--- src/rtl/sar_adc_pkg.sv ---
`default_nettype none
// ============================================================================
// Module   : sar_adc_pkg
// Purpose  : Shared types and helpers for the multi-channel SAR ADC scanner:
//            scan state encoding and enabled-channel search.
// Revision : 1.0 - initial multi-channel release
// ============================================================================
package sar_adc_pkg;

  // Scan controller states
  typedef enum logic [1:0] {
    ST_IDLE    = 2'd0,
    ST_SAMPLE  = 2'd1,
    ST_CONVERT = 2'd2,
    ST_HOLD    = 2'd3
  } sar_state_e;

  // Widest channel mask the search helper understands; callers zero-extend.
  localparam int C_MAX_CHANNELS = 64;

  // Index of the lowest set bit of mask at or above 'from', or -1 when none.
  // next_enabled_ch(mask, 0) gives the lowest enabled channel.
  function automatic int next_enabled_ch(input logic [C_MAX_CHANNELS-1:0] mask,
                                         input int from);
    int idx;
    idx = -1;
    for (int i = C_MAX_CHANNELS - 1; i >= 0; i--) begin
      if (mask[i] && (i >= from)) idx = i;
    end
    return idx;
  endfunction

endpackage
`default_nettype wire

--- src/rtl/sar_bit_engine.sv ---
`default_nettype none
// ============================================================================
// Module   : sar_bit_engine
// Purpose  : Binary-search core of a SAR conversion. Holds the trial-bit mask
//            and partial result, presents the DAC trial code, and flags the
//            LSB decision so the caller can capture the finished result.
// Revision : 1.0 - initial release
// ============================================================================
module sar_bit_engine
  import sar_adc_pkg::*;
#(
  parameter int RESOLUTION = 8
) (
  input  logic                  clk_i,
  input  logic                  rst_ni,
  input  logic                  load_i,    // arm for a new conversion
  input  logic                  step_i,    // one bit decision this cycle
  input  logic                  comp_i,    // 1: Vin >= trial code
  output logic [RESOLUTION-1:0] trial_o,   // code to drive onto the DAC
  output logic [RESOLUTION-1:0] result_o,  // result including this cycle's decision
  output logic                  done_o     // this step decides the LSB
);

  localparam logic [RESOLUTION-1:0] c_msb = {1'b1, {(RESOLUTION-1){1'b0}}};

  logic [RESOLUTION-1:0] r_mask;
  logic [RESOLUTION-1:0] r_result;
  logic [RESOLUTION-1:0] w_result_upd;

  assign trial_o      = r_result | r_mask;
  assign w_result_upd = comp_i ? trial_o : r_result;
  assign result_o     = w_result_upd;
  assign done_o       = step_i & r_mask[0];

  // Keep the trial bit on success, then move the mask one bit toward the LSB
  always_ff @(posedge clk_i or negedge rst_ni) begin
    if (!rst_ni) begin
      r_mask   <= '0;
      r_result <= '0;
    end else if (load_i) begin
      r_mask   <= c_msb;
      r_result <= '0;
    end else if (step_i) begin
      r_result <= w_result_upd;
      r_mask   <= r_mask >> 1;
    end
  end

endmodule
`default_nettype wire

--- src/rtl/sar_adc_scan.sv ---
`default_nettype none
// ============================================================================
// Module   : sar_adc_scan
// Purpose  : Multi-channel SAR ADC scan controller. Steps an analog mux over
//            the enabled channels, runs settle/sample then a binary-search
//            conversion per channel, and offers each result on a valid/ready
//            port tagged with its channel. One-shot and continuous scans.
// Revision : 1.0 - initial multi-channel release
// ============================================================================
module sar_adc_scan
  import sar_adc_pkg::*;
#(
  parameter int  RESOLUTION    = 8,
  parameter int  CHANNELS      = 4,
  parameter int  SETTLE_CYCLES = 2,
  localparam int CH_W          = (CHANNELS > 1) ? $clog2(CHANNELS) : 1
) (
  input  logic                  clk_i,
  input  logic                  rst_ni,
  input  logic                  start_i,
  input  logic                  cont_i,
  input  logic                  stop_i,
  input  logic [CHANNELS-1:0]   ch_en_i,
  input  logic                  comp_i,
  output logic [CH_W-1:0]       ch_sel_o,
  output logic                  sample_o,
  output logic [RESOLUTION-1:0] dac_o,
  output logic                  busy_o,
  output logic                  valid_o,
  input  logic                  ready_i,
  output logic [RESOLUTION-1:0] data_o,
  output logic [CH_W-1:0]       ch_o
);

  localparam int c_settle_w = (SETTLE_CYCLES > 1) ? $clog2(SETTLE_CYCLES) : 1;
  localparam logic [c_settle_w-1:0] c_settle_last = c_settle_w'(SETTLE_CYCLES - 1);

  sar_state_e              r_state;
  sar_state_e              w_state_next;
  logic [CHANNELS-1:0]     r_ch_en;
  logic                    r_cont;
  logic                    r_stop;
  logic [CH_W-1:0]         r_ch_sel;
  logic [CH_W-1:0]         r_ch;
  logic [RESOLUTION-1:0]   r_data;
  logic [c_settle_w-1:0]   r_settle;

  logic                    w_start;
  logic                    w_load;
  logic                    w_step;
  logic                    w_capture;
  logic                    w_advance;
  logic                    w_wrap;
  logic                    w_stop_pend;
  logic                    w_next_found;
  logic                    w_done;
  logic [RESOLUTION-1:0]   w_trial;
  logic [RESOLUTION-1:0]   w_final;
  int                      w_first_idx;
  int                      w_lowest_idx;
  int                      w_next_idx;

  // Channel search: first channel of a new scan, wrap target, next channel up
  assign w_first_idx  = next_enabled_ch(C_MAX_CHANNELS'(ch_en_i), 0);
  assign w_lowest_idx = next_enabled_ch(C_MAX_CHANNELS'(r_ch_en), 0);
  assign w_next_idx   = next_enabled_ch(C_MAX_CHANNELS'(r_ch_en), int'(r_ch_sel) + 1);
  assign w_next_found = (w_next_idx >= 0);

  // A stop raised in the very cycle the result is accepted still counts
  assign w_stop_pend = r_stop | stop_i;

  sar_bit_engine #(
    .RESOLUTION (RESOLUTION)
  ) u_bit_engine (
    .clk_i    (clk_i),
    .rst_ni   (rst_ni),
    .load_i   (w_load),
    .step_i   (w_step),
    .comp_i   (comp_i),
    .trial_o  (w_trial),
    .result_o (w_final),
    .done_o   (w_done)
  );

  // State register
  always_ff @(posedge clk_i or negedge rst_ni) begin
    if (!rst_ni) r_state <= ST_IDLE;
    else         r_state <= w_state_next;
  end

  // Next-state decode and per-cycle control strobes
  always_comb begin
    w_state_next = r_state;
    w_start      = 1'b0;
    w_load       = 1'b0;
    w_step       = 1'b0;
    w_capture    = 1'b0;
    w_advance    = 1'b0;
    w_wrap       = 1'b0;
    case (r_state)
      ST_IDLE: begin
        if (start_i && (|ch_en_i)) begin
          w_state_next = ST_SAMPLE;
          w_start      = 1'b1;
        end
      end
      ST_SAMPLE: begin
        w_load = 1'b1;
        if (r_settle == c_settle_last) w_state_next = ST_CONVERT;
      end
      ST_CONVERT: begin
        w_step = 1'b1;
        if (w_done) begin
          w_state_next = ST_HOLD;
          w_capture    = 1'b1;
        end
      end
      ST_HOLD: begin
        if (ready_i) begin
          if (w_stop_pend) begin
            w_state_next = ST_IDLE;
          end else if (w_next_found) begin
            w_state_next = ST_SAMPLE;
            w_advance    = 1'b1;
          end else if (r_cont) begin
            w_state_next = ST_SAMPLE;
            w_wrap       = 1'b1;
          end else begin
            w_state_next = ST_IDLE;
          end
        end
      end
      default: w_state_next = ST_IDLE;
    endcase
  end

  // Settle counter: counts sample cycles, restarts for every channel
  always_ff @(posedge clk_i or negedge rst_ni) begin
    if (!rst_ni)                                            r_settle <= '0;
    else if ((r_state == ST_SAMPLE) && (r_settle != c_settle_last)) r_settle <= r_settle + 1'b1;
    else                                                    r_settle <= '0;
  end

  // Scan configuration and mux select; select moves only when entering SAMPLE
  always_ff @(posedge clk_i or negedge rst_ni) begin
    if (!rst_ni) begin
      r_ch_en  <= '0;
      r_cont   <= 1'b0;
      r_ch_sel <= '0;
    end else if (w_start) begin
      r_ch_en  <= ch_en_i;
      r_cont   <= cont_i;
      r_ch_sel <= CH_W'(w_first_idx);
    end else if (w_advance) begin
      r_ch_sel <= CH_W'(w_next_idx);
    end else if (w_wrap) begin
      r_ch_sel <= CH_W'(w_lowest_idx);
    end
  end

  // Sticky stop request, dropped once the scan is idle
  always_ff @(posedge clk_i or negedge rst_ni) begin
    if (!rst_ni)                  r_stop <= 1'b0;
    else if (r_state == ST_IDLE)  r_stop <= 1'b0;
    else if (stop_i)              r_stop <= 1'b1;
  end

  // Result register, loaded on the LSB decision and held through HOLD
  always_ff @(posedge clk_i or negedge rst_ni) begin
    if (!rst_ni) begin
      r_data <= '0;
      r_ch   <= '0;
    end else if (w_capture) begin
      r_data <= w_final;
      r_ch   <= r_ch_sel;
    end
  end

  assign ch_sel_o = r_ch_sel;
  assign sample_o = (r_state == ST_SAMPLE);
  assign dac_o    = (r_state == ST_CONVERT) ? w_trial : '0;
  assign busy_o   = (r_state != ST_IDLE);
  assign valid_o  = (r_state == ST_HOLD);
  assign data_o   = r_data;
  assign ch_o     = r_ch;

endmodule
`default_nettype wire

--- config.mk ---
export PLATFORM = sky130hd
export DESIGN_NAME = sar_adc_scan
export DESIGN_NICKNAME = d
export VERILOG_FILES = /design/src/rtl/sar_adc_pkg.sv /design/src/rtl/sar_bit_engine.sv /design/src/rtl/sar_adc_scan.sv
export SDC_FILE = /design/constraint.sdc
export NUM_CORES = 1
export LEC_CHECK = 0
export ABC_CLOCK_PERIOD_IN_PS = 2900
export CAP_MARGIN = 40
export CORE_UTILIZATION = 30
export CTS_CLUSTER_DIAMETER = 30
export DETAILED_ROUTE_END_ITERATION = 12
export MAX_ROUTING_LAYER = met4
export PLACE_DENSITY = 0.63
export RECOVER_POWER = 50
export SLEW_MARGIN = 20
export SYNTH_ARGS = -nofsm -noshare
export SYNTH_HDL_FRONTEND = slang
export SYNTH_SLANG_ARGS = --single-unit
--- constraint.sdc ---
create_clock -name clk_i -period 2.9 [get_ports clk_i]
set_input_delay 0.29 -clock clk_i [delete_from_list [all_inputs] [get_ports clk_i]]
set_output_delay 0.29 -clock clk_i [all_outputs]
set_load 0.02 [all_outputs]
==> flow_summary.json, run 1 <==
{
  "drt_iter0_drc": 74,
  "area_growth_pct": 27.1,
  "cts_buffers": 5,
  "grt_first_pass_wirelength_um": 6220,
  "num_rows": 27,
  "critPathArrivalTime_ps": 2070,
  "grt_pass1_vias": 1258,
  "fin_tns_setup_ps": 0,
  "asyncSetResetFlopFracSynth": 1.00,
  "insertion_delay_ps": 280,
  "r2r_start": "r_state[1]",
  "dp_hpwl_um": 2570,
  "io_buffers": 33,
  "synth_area_leader_cell": "dfrtp_1",
  "tightest_slew_ps": 2000,
  "ys_types": 31,
  "setup_viol": 0,
  "vias_per_cell": 4.67,
  "synth_seq_cells": 37,
  "firstDrtPassIters": 4,
  "p_leak_nw": 0.945,
  "dieArea_um2": 6240,
  "totalWireLength_um": 3670,
  "critPathLaunch": "r_state[0]",
  "skew_ps": 4.30,
  "peakVddDrop_mv": 0.319,
  "start_util": 0.317,
  "max_slew_margin": -0.335,
  "ant_nets": 0,
  "finalCritPeriodShare": 0.813,
  "n_antenna_cell": 0,
  "cp_data_required_time_ps": 2610,
  "vias": 1336,
  "dp_cells": 278,
  "totalPowerFinal_mw": 2.49,
  "max-cap-violations": 1,
  "clk_pin_slew_ps": 70,
  "synth_top_area_frac": 0.520,
  "cts_resized": 0,
  "ios": 34,
  "min-delay-start": "r_settle",
  "postLayoutCellArea_um2": 2260,
  "clock_sinks": 37,
  "violations": "capacitance limit, slew limit",
  "die_h_um": 79.0,
  "coreArea_um2": 5610,
  "cts_max_level": 2,
  "cts.path.max_buffers": 2,
  "grt-ovfl-total": 0,
  "finalHoldViolations": 0,
  "root_buffer": "clkbuf_8",
  "place_congestion": 0.760,
  "crit_fanout": 9,
  "post_cts_buffers": 0,
  "synth-edff-count": 0,
  "layout-drive-gt1-share": 0.131,
  "syn_nets": 193,
  "rsz0062_at_grt": "no",
  "status": "complete, but fails checks",
  "nNetsFinal": 228,
  "syn_area_per_cell_um2": 10.0,
  "wl_per_cell_um": 12.8,
  "track_usage": 0.135,
  "synth_area_um2": 1780,
  "cts_tree": "built",
  "end_kind": "primary output",
  "final_cells": 286,
  "startpoint_type": "register",
  "drc": 0,
  "ys_warn_count": 0,
  "critPathKind": "register to primary output",
  "period_minus_slack_ps": 2360,
  "grt_max_degree": 38,
  "max_clock_freq_ghz": 0.424,
  "syn_inst": 178,
  "synth_seq_area_share": 0.520,
  "drv_slew": 38,
  "ctsHoldBuffers": 0,
  "grt_antenna_before_repair": 0,
  "synth.area.top_cells": "dfrtp_1 (52%), nor2_1 (8.6%), a21oi_1 (8.2%)",
  "synthFlopType": "dfrtp_1",
  "fill_cells": 595,
  "hp-class": "register to register",
  "fp.dieW_um": 79.0,
  "power.density_nw_per_um2": 1100,
  "placedInstanceArea_um2": 2180
}
==> final cells by class <==
cell class	count	area, um^2	area share
Tap cell	72	90.1	0.0398
Clock inverter	3	17.5	0.00775
Sequential cell	37	926	0.410
Timing Repair Buffer	35	342	0.151
Inverter	7	26.3	0.0116
Clock buffer	5	68.8	0.0304
Multi-Input combinational cell	127	791	0.350
==> worst max-delay path: stages, from the launching register on <==
cell	delay, ps
dfrtp_1	410
inv_1	120
ha_1	180
clkinv_1	250
nor2_1	200
clkdlybuf4s50_1	630
==> cells in the mapped netlist, drive strengths merged (2+ instances only) <==
cell type,instances
a31o,6
ha,4
inv,6
nand2,4
and2,2
nand3,2
a21oi,29
nor2b,9
nor2,41
dfrtp,37
o21ai,5
buf,3
nand2b,2
clkbuf,4
mux2,9
nor3,2
a2111o,2
==> power breakdown <==
| group | switching [mW] | internal [mW] | leakage [nW] |
|---|---|---|---|
| Clock | 0.181 | 0.166 | 0.0439 |
| Sequential | 0.194 | 0.732 | 0.453 |
| Combinational | 0.650 | 0.570 | 0.449 |
==> through the flow <==
stage | hold slack (ps) | worst slack (ps) | util
floorplan | -5.59 | 1090 | -
global placement | 405 | 801 | 0.388
detailed placement | 406 | 786 | 0.388
CTS | 417 | 509 | 0.404
global route | 463 | 245 | 0.403
finish | 411 | 541 | 0.403
==> registers in the layout, indices dropped and copies added (netlist names) <==
register and cells:
ch_o 2, ch_sel_o 2, data_o 8, r_ch_en 4
r_cont 1, r_settle 1, r_state 2, r_stop 1
u_bit_engine.r_mask 8, u_bit_engine.r_result 8
==> path summary, 6_finish.rpt <==
| kind | endpoint | slack, ps | depth (start not counted) |
|---|---|---|---|
| worst max-delay path | dac_o[4] | 540 | 5 |
| worst min-delay path | r_settle | 410 | 1 |
| worst max register to register | r_state[0] | 930 | 7 |
| worst min register to register | r_settle | 410 | 1 |
| max in group asynchronous | u_bit_engine.r_mask[5] | 720 | 2 |
| min in group asynchronous | r_stop | 1040 | 2 |
==> metal layers <==
| metal | track usage | up-vias | wire [um] |
|---|---|---|---|
| met3 | 0.0356 | 2 | 143 |
| met4 | 0.0491 | 0 | 43 |
| met1 | 0.188 | 636 | 1830 |
| li1 | - | 674 | - |
| met2 | 0.186 | 24 | 1660 |
| met5 | - | - | 0 |
==> logic make-up (layout without fill, tap and decap cells) <==
| family | after synthesis | in the layout | share of synthesized area |
|---|---|---|---|
| mux | 10 | 10 | 0.0731 |
| buf+inv | 14 | 50 | 0.0352 |
| compound gates | 46 | 46 | 0.167 |
| flops | 37 | 37 | 0.520 |
| fa+ha+maj | 4 | 4 | 0.0281 |
| simple gates | 67 | 67 | 0.176 |
==> cells in the final DEF (no fill, tap or decap), types with 2 or more instances in the layout <==
master	instances
nor2_1	41
dfrtp_1	37
a21oi_1	29
clkdlybuf4s50_1	25
nor2b_1	9
dlygate4sd3_1	8
inv_1	6
a31o_2	6
mux2_4	5
clkbuf_8	5
o21ai_0	4
nand2_1	4
mux2_2	4
ha_1	4
nand3_1	2
a2111o_1	2
nor3_1	2
and2_1	2
nand2b_1	2
clkinv_2	2
(Power assumes the default switching activity.)
==> inputs of run 2 (changes only) <==
--- a/config.mk
+++ b/config.mk
@@ -5,13 +5,13 @@
 export SDC_FILE = /design/constraint.sdc
 export NUM_CORES = 1
 export LEC_CHECK = 0
-export ABC_CLOCK_PERIOD_IN_PS = 2900
+export ABC_CLOCK_PERIOD_IN_PS = 2100
 export CAP_MARGIN = 40
 export CORE_UTILIZATION = 30
 export CTS_CLUSTER_DIAMETER = 30
 export DETAILED_ROUTE_END_ITERATION = 12
 export MAX_ROUTING_LAYER = met4
-export PLACE_DENSITY = 0.63
+export PLACE_DENSITY = 0.65
 export RECOVER_POWER = 50
 export SLEW_MARGIN = 20
 export SYNTH_ARGS = -nofsm -noshare
==> constraint.sdc (replaced) <==
create_clock -name clk_i -period 2.1 [get_ports clk_i]
set_input_delay 0.21 -clock clk_i [delete_from_list [all_inputs] [get_ports clk_i]]
set_output_delay 0.21 -clock clk_i [all_outputs]
set_load 0.02 [all_outputs]
==> flow_summary.json, run 2 (same netlist as run 1, synthesis figures left out) <==
{
  "max-cap-violations": 0,
  "peakVddDrop_mv": 0.448,
  "coreArea_um2": 5610,
  "drt_iter0_drc": 78,
  "dp_slack_ps": 58.0,
  "clock_sinks": 37,
  "netSwitchingFraction": 0.400,
  "pwr-share-comb": 0.473,
  "io_buffers": 33,
  "fin_tns_setup_ps": 0,
  "rsz0062_at_grt": "no",
  "crit_family": "buffers and inverters",
  "grt_max_degree": 38,
  "grt_first_pass_wirelength_um": 6170,
  "post_cts_buffers": 0,
  "vias": 1338,
  "power.density_nw_per_um2": 1560,
  "ctsHoldBuffers": 0,
  "startpoint_type": "register",
  "place_congestion": 0.769,
  "vias_per_cell": 4.63,
  "cts_buffers": 5,
  "skew_ps": 4.70,
  "cts_tree": "built",
  "finalHoldViolations": 0,
  "dp_hpwl_um": 2530,
  "finalWorstSetupSlack_ps": 118,
  "start_util": 0.317,
  "p_leak_nw": 1.01,
  "max_slew_margin": 0.383,
  "clockPowerShare": 0.174,
  "grt-ovfl-total": 0,
  "period_minus_slack_ps": 1980,
  "die_h_um": 79.0,
  "max_clock_freq_ghz": 0.505,
  "crit_buf_inv": 3,
  "clk_pin_slew_ps": 80,
  "fp.dieW_um": 79.0,
  "drv_slew": 0,
  "layout-drive-gt1-share": 0.152,
  "firstDrtPassIters": 4,
  "status": "finished, final reports clean",
  "ios": 34,
  "wl_per_cell_um": 12.4,
  "finalCritPeriodShare": 0.944,
  "cp_slowest_cell": "clkdlybuf4s50_1",
  "crit_top_cell": "inv_1",
  "cp_data_required_time_ps": 1890,
  "switching_power_mw": 1.44,
  "p_int_mw": 2.16,
  "root_buffer": "clkbuf_8",
  "insertion_delay_ps": 290,
  "nNetsFinal": 231,
  "final_common_cell": "nor2_1",
  "critPathArrivalTime_ps": 1770,
  "cts.path.max_buffers": 2,
  "crit_fanout": 5,
  "drc": 0,
  "n_antenna_cell": 0,
  "setup_viol": 0,
  "hp-class": "register to register",
  "tightest_slew_ps": 926,
  "cts_max_level": 2,
  "dieArea_um2": 6240,
  "crit_path_cell_trace": "inv_1 > ha_1 > inv_1 > clkdlybuf4s50_1",
  "totalWireLength_um": 3580,
  "end_kind": "primary output",
  "fill_cells": 574,
  "grt_pass1_vias": 1302,
  "cp_slowest_stage_delay_ps": 610,
  "grt_antenna_before_repair": 0,
  "area_growth_pct": 29.5,
  "layout_common_cells": "nor2_1 (41), dfrtp_1 (37), a21oi_1 (29)",
  "ant_nets": 0,
  "num_rows": 27,
  "critPathKind": "register to primary output",
  "track_usage": 0.133,
  "p_seq_frac": 0.353
}
-- run 2: cell types whose count changed in the layout (fill, tap and decap cells not counted) --
cell	change
buf_4	+3
dlygate4sd3_1	+2
dlygate4sd2_1	+8
clkbuf_1	-1
clkinv_4	+1
clkdlybuf4s50_1	-10
clkbuf_2	+1
clkinv_2	-1
bufinv_16	+1
clkinv_1	-1
-- run 2: final timing paths --
kind / startpoint / cells after the start / end / slack [ps]
worst max-delay path: r_state[0] / 4 / busy_o / 120
worst min-delay path: r_settle / 1 / r_settle / 410
worst max register to register: r_state[0] / 7 / r_state[0] / 340
worst min register to register: r_settle / 1 / r_settle / 410
max in group asynchronous: rst_ni / 2 / u_bit_engine.r_mask[5] / 950
min in group asynchronous: rst_ni / 2 / r_stop / 580
-- run 2: worst register-to-register path, cell delays in order, from the launching register on --
cell,delay (ps)
dfrtp_1,390
inv_1,110
ha_1,280
inv_1,100
a21oi_1,50
a2111o_1,390
nor4_1,240
a211oi_1,80
-- run 2: layout make-up --
cell class,count,area (um^2),share of cell area
clock inverters,3,46.3,0.0201
repair buffers,38,355,0.154
clock buffers,5,68.8,0.0299
flip-flops and latches,37,926,0.402
inverters,7,27.5,0.0119
multi-input cells,127,791,0.343
well taps,72,90.1,0.0391
-- run 2: power groups by stage --
stage                     Clock, mW  Combinational, mW  Sequential, mW
after floorplan                   0               1.12            1.32
after global placement            0               1.76            1.28
after detailed placement          0               1.77            1.29
after CTS                     0.646               1.75            1.27
after global routing          0.674               1.91            1.32
final                         0.624               1.70            1.27
-- run 2: what timing repair did --
item	in CTS	in global routing
endpoints found under the hold margin	0	0
setup endpoints to repair	8	0
resized for setup	9	0
-- run 2: metal layers --
layer | wire (um) | track usage | part of all wire
met1 | 1750 | 0.170 | 0.49
met5 | 0 | - | 0
met2 | 1650 | 0.207 | 0.46
met4 | 61 | 0.0491 | 0.017
met3 | 120 | 0.0310 | 0.034
-- run 2: stage by stage --
stage / cell area (um^2) / total power [mW] / std cells / util / hold slack (ps)
2_1_floorplan: 1780 / 2.44 / 178 / - / -85.6
3_3_place_gp: 2200 / 3.04 / 281 / 0.392 / 404
5_1_grt: 2300 / 3.90 / 289 / 0.411 / 445
3_5_place_dp: 2200 / 3.05 / 281 / 0.392 / 404
6_report: 2300 / 3.59 / 289 / 0.411 / 410
4_1_cts: 2310 / 3.67 / 289 / 0.411 / 346
==> inputs of run 3 (changes only) <==
--- a/config.mk
+++ b/config.mk
@@ -10,9 +10,11 @@
 export CORE_UTILIZATION = 30
 export CTS_CLUSTER_DIAMETER = 30
 export DETAILED_ROUTE_END_ITERATION = 12
+export GPL_TIMING_DRIVEN = 0
 export MAX_ROUTING_LAYER = met4
 export PLACE_DENSITY = 0.65
 export RECOVER_POWER = 50
+export SKIP_CTS_REPAIR_TIMING = 1
 export SLEW_MARGIN = 20
 export SYNTH_ARGS = -nofsm -noshare
 export SYNTH_HDL_FRONTEND = slang
==> flow_summary.json, run 3 (same netlist as run 1, synthesis figures left out) <==
{
  "totalPowerFinal_mw": 3.78,
  "cts_buffers": 5,
  "grt_first_pass_wirelength_um": 6490,
  "r2r_start": "r_state[1]",
  "postLayoutCellArea_um2": 2370,
  "status": "finished, final reports clean",
  "max-cap-violations": 0,
  "coreArea_um2": 5610,
  "final_common_cell": "nor2_1",
  "whs_path_depth": 3,
  "crit_fanout": 5,
  "cts_tree": "built",
  "regToRegSetupSlack_ps": 200,
  "totalWireLength_um": 3900,
  "p_leak_nw": 1.13,
  "skew_ps": 7.67,
  "io_buffers": 32,
  "num_rows": 27,
  "grt_antenna_before_repair": 0,
  "power.density_nw_per_um2": 1590,
  "max_slew_margin": 0.530,
  "cp_slowest_stage_delay_ps": 600,
  "nNetsFinal": 235,
  "dp_slack_ps": 2.53,
  "insertion_delay_ps": 300,
  "whs_endpoint": "data_o[0]",
  "rr_endpoint": "r_state[0]",
  "clock_sinks": 37,
  "layout_common_cells": "nor2_1 (40), dfrtp_1 (37), a21oi_1 (29)",
  "placedInstanceArea_um2": 2200,
  "drt_iter0_drc": 94,
  "start_util": 0.317,
  "min-delay-start": "comp_i",
  "grt-ovfl-total": 0,
  "vias_per_cell": 4.75,
  "peakVddDrop_mv": 0.415,
  "cp_data_required_time_ps": 1890,
  "final_cells": 293,
  "end_kind": "primary output",
  "setup_viol": 0,
  "area_growth_pct": 33.1,
  "finalHoldViolations": 0,
  "firstDrtPassIters": 4,
  "drv_slew": 0,
  "cts.path.max_buffers": 2,
  "clk_pin_slew_ps": 80,
  "dieArea_um2": 6240,
  "critPathKind": "register to primary output",
  "rsz0062_at_grt": "no",
  "grt_pass1_vias": 1353,
  "root_buffer": "clkbuf_8",
  "ant_nets": 0,
  "crit_path_cell_trace": "inv_1 > ha_1 > inv_1 > clkdlybuf4s50_1",
  "vias": 1392,
  "max_clock_freq_ghz": 0.508,
  "cp_slowest_cell": "clkdlybuf4s50_1",
  "tightest_slew_ps": 705,
  "grt_max_degree": 30,
  "crit_top_cell": "inv_1",
  "period_minus_slack_ps": 1970,
  "place_congestion": 0.739,
  "fp.dieW_um": 79.0,
  "cts_max_level": 2,
  "fin_tns_setup_ps": 0,
  "dp_cells": 283,
  "fill_cells": 558,
  "drc": 0,
  "die_h_um": 79.0,
  "finalWorstSetupSlack_ps": 131,
  "startpoint_type": "register",
  "ios": 34,
  "wl_per_cell_um": 13.3,
  "n_antenna_cell": 0,
  "track_usage": 0.143,
  "layout-drive-gt1-share": 0.158,
  "dp_hpwl_um": 2710,
  "critPathArrivalTime_ps": 1760,
  "rr_worst_depth": 7,
  "hp-class": "primary input to register",
  "finalCritPeriodShare": 0.938
}
## run 3: area by class of cell
| type | count | area (um^2) | share of cell area |
|---|---|---|---|
| Buffer | 7 | 36.3 | 0.0153 |
| Clock buffer | 5 | 68.8 | 0.0291 |
| Clock inverter | 3 | 65.1 | 0.0275 |
| Inverter | 7 | 30.0 | 0.0127 |
| Multi-Input combinational cell | 127 | 796 | 0.336 |
| Sequential cell | 37 | 926 | 0.391 |
| Tap cell | 72 | 90.1 | 0.0380 |
| Timing Repair Buffer | 34 | 349 | 0.147 |
| Timing Repair inverter | 1 | 7.51 | 0.00317 |
## run 3: worst max-delay path by stage
| stage | startpoint | end | cells after the start |
|---|---|---|---|
| final | r_state[0] | busy_o | 4 |
| after global routing | r_state[1] | r_state[0] | 7 |
| after floorplan | r_state[1] | r_state[0] | 7 |
| after detailed placement | r_state[0] | data_o[6] | 7 |
| after global placement | rst_ni | data_o[7] | 1 |
| after CTS | r_state[0] | dac_o[0] | 5 |
## run 3: per-layer routing
layer  track usage  up-vias  share of wire  routed length [um]
met4        0.0782        0          0.020                  78
li1              -      694              -                   -
met2         0.210       25           0.48                1870
met5             -        -              0                   0
met1         0.179      666           0.47                1810
met3        0.0356        7          0.035                 138
## run 3: stage by stage
step,util,hold WS (ps)
2_1_floorplan,-,-85.6
3_3_place_gp,0.390,397
3_5_place_dp,0.393,100
4_1_cts,0.417,-220
5_1_grt,0.422,408
6_report,0.422,385
## run 3: where the power goes
part	internal (mW)	total (mW)	switching, mW
sequential	1.01	1.27	0.259
clock	0.472	0.732	0.261
combinational	0.813	1.78	0.962
total	2.30	3.78	1.48
## run 3: worst max-delay path: cells and delay by family (launching register included)
kind | cells | cell delay, ps
buffers and inverters | 3 | 800
adders and majority gates | 1 | 280
DFF | 1 | 390
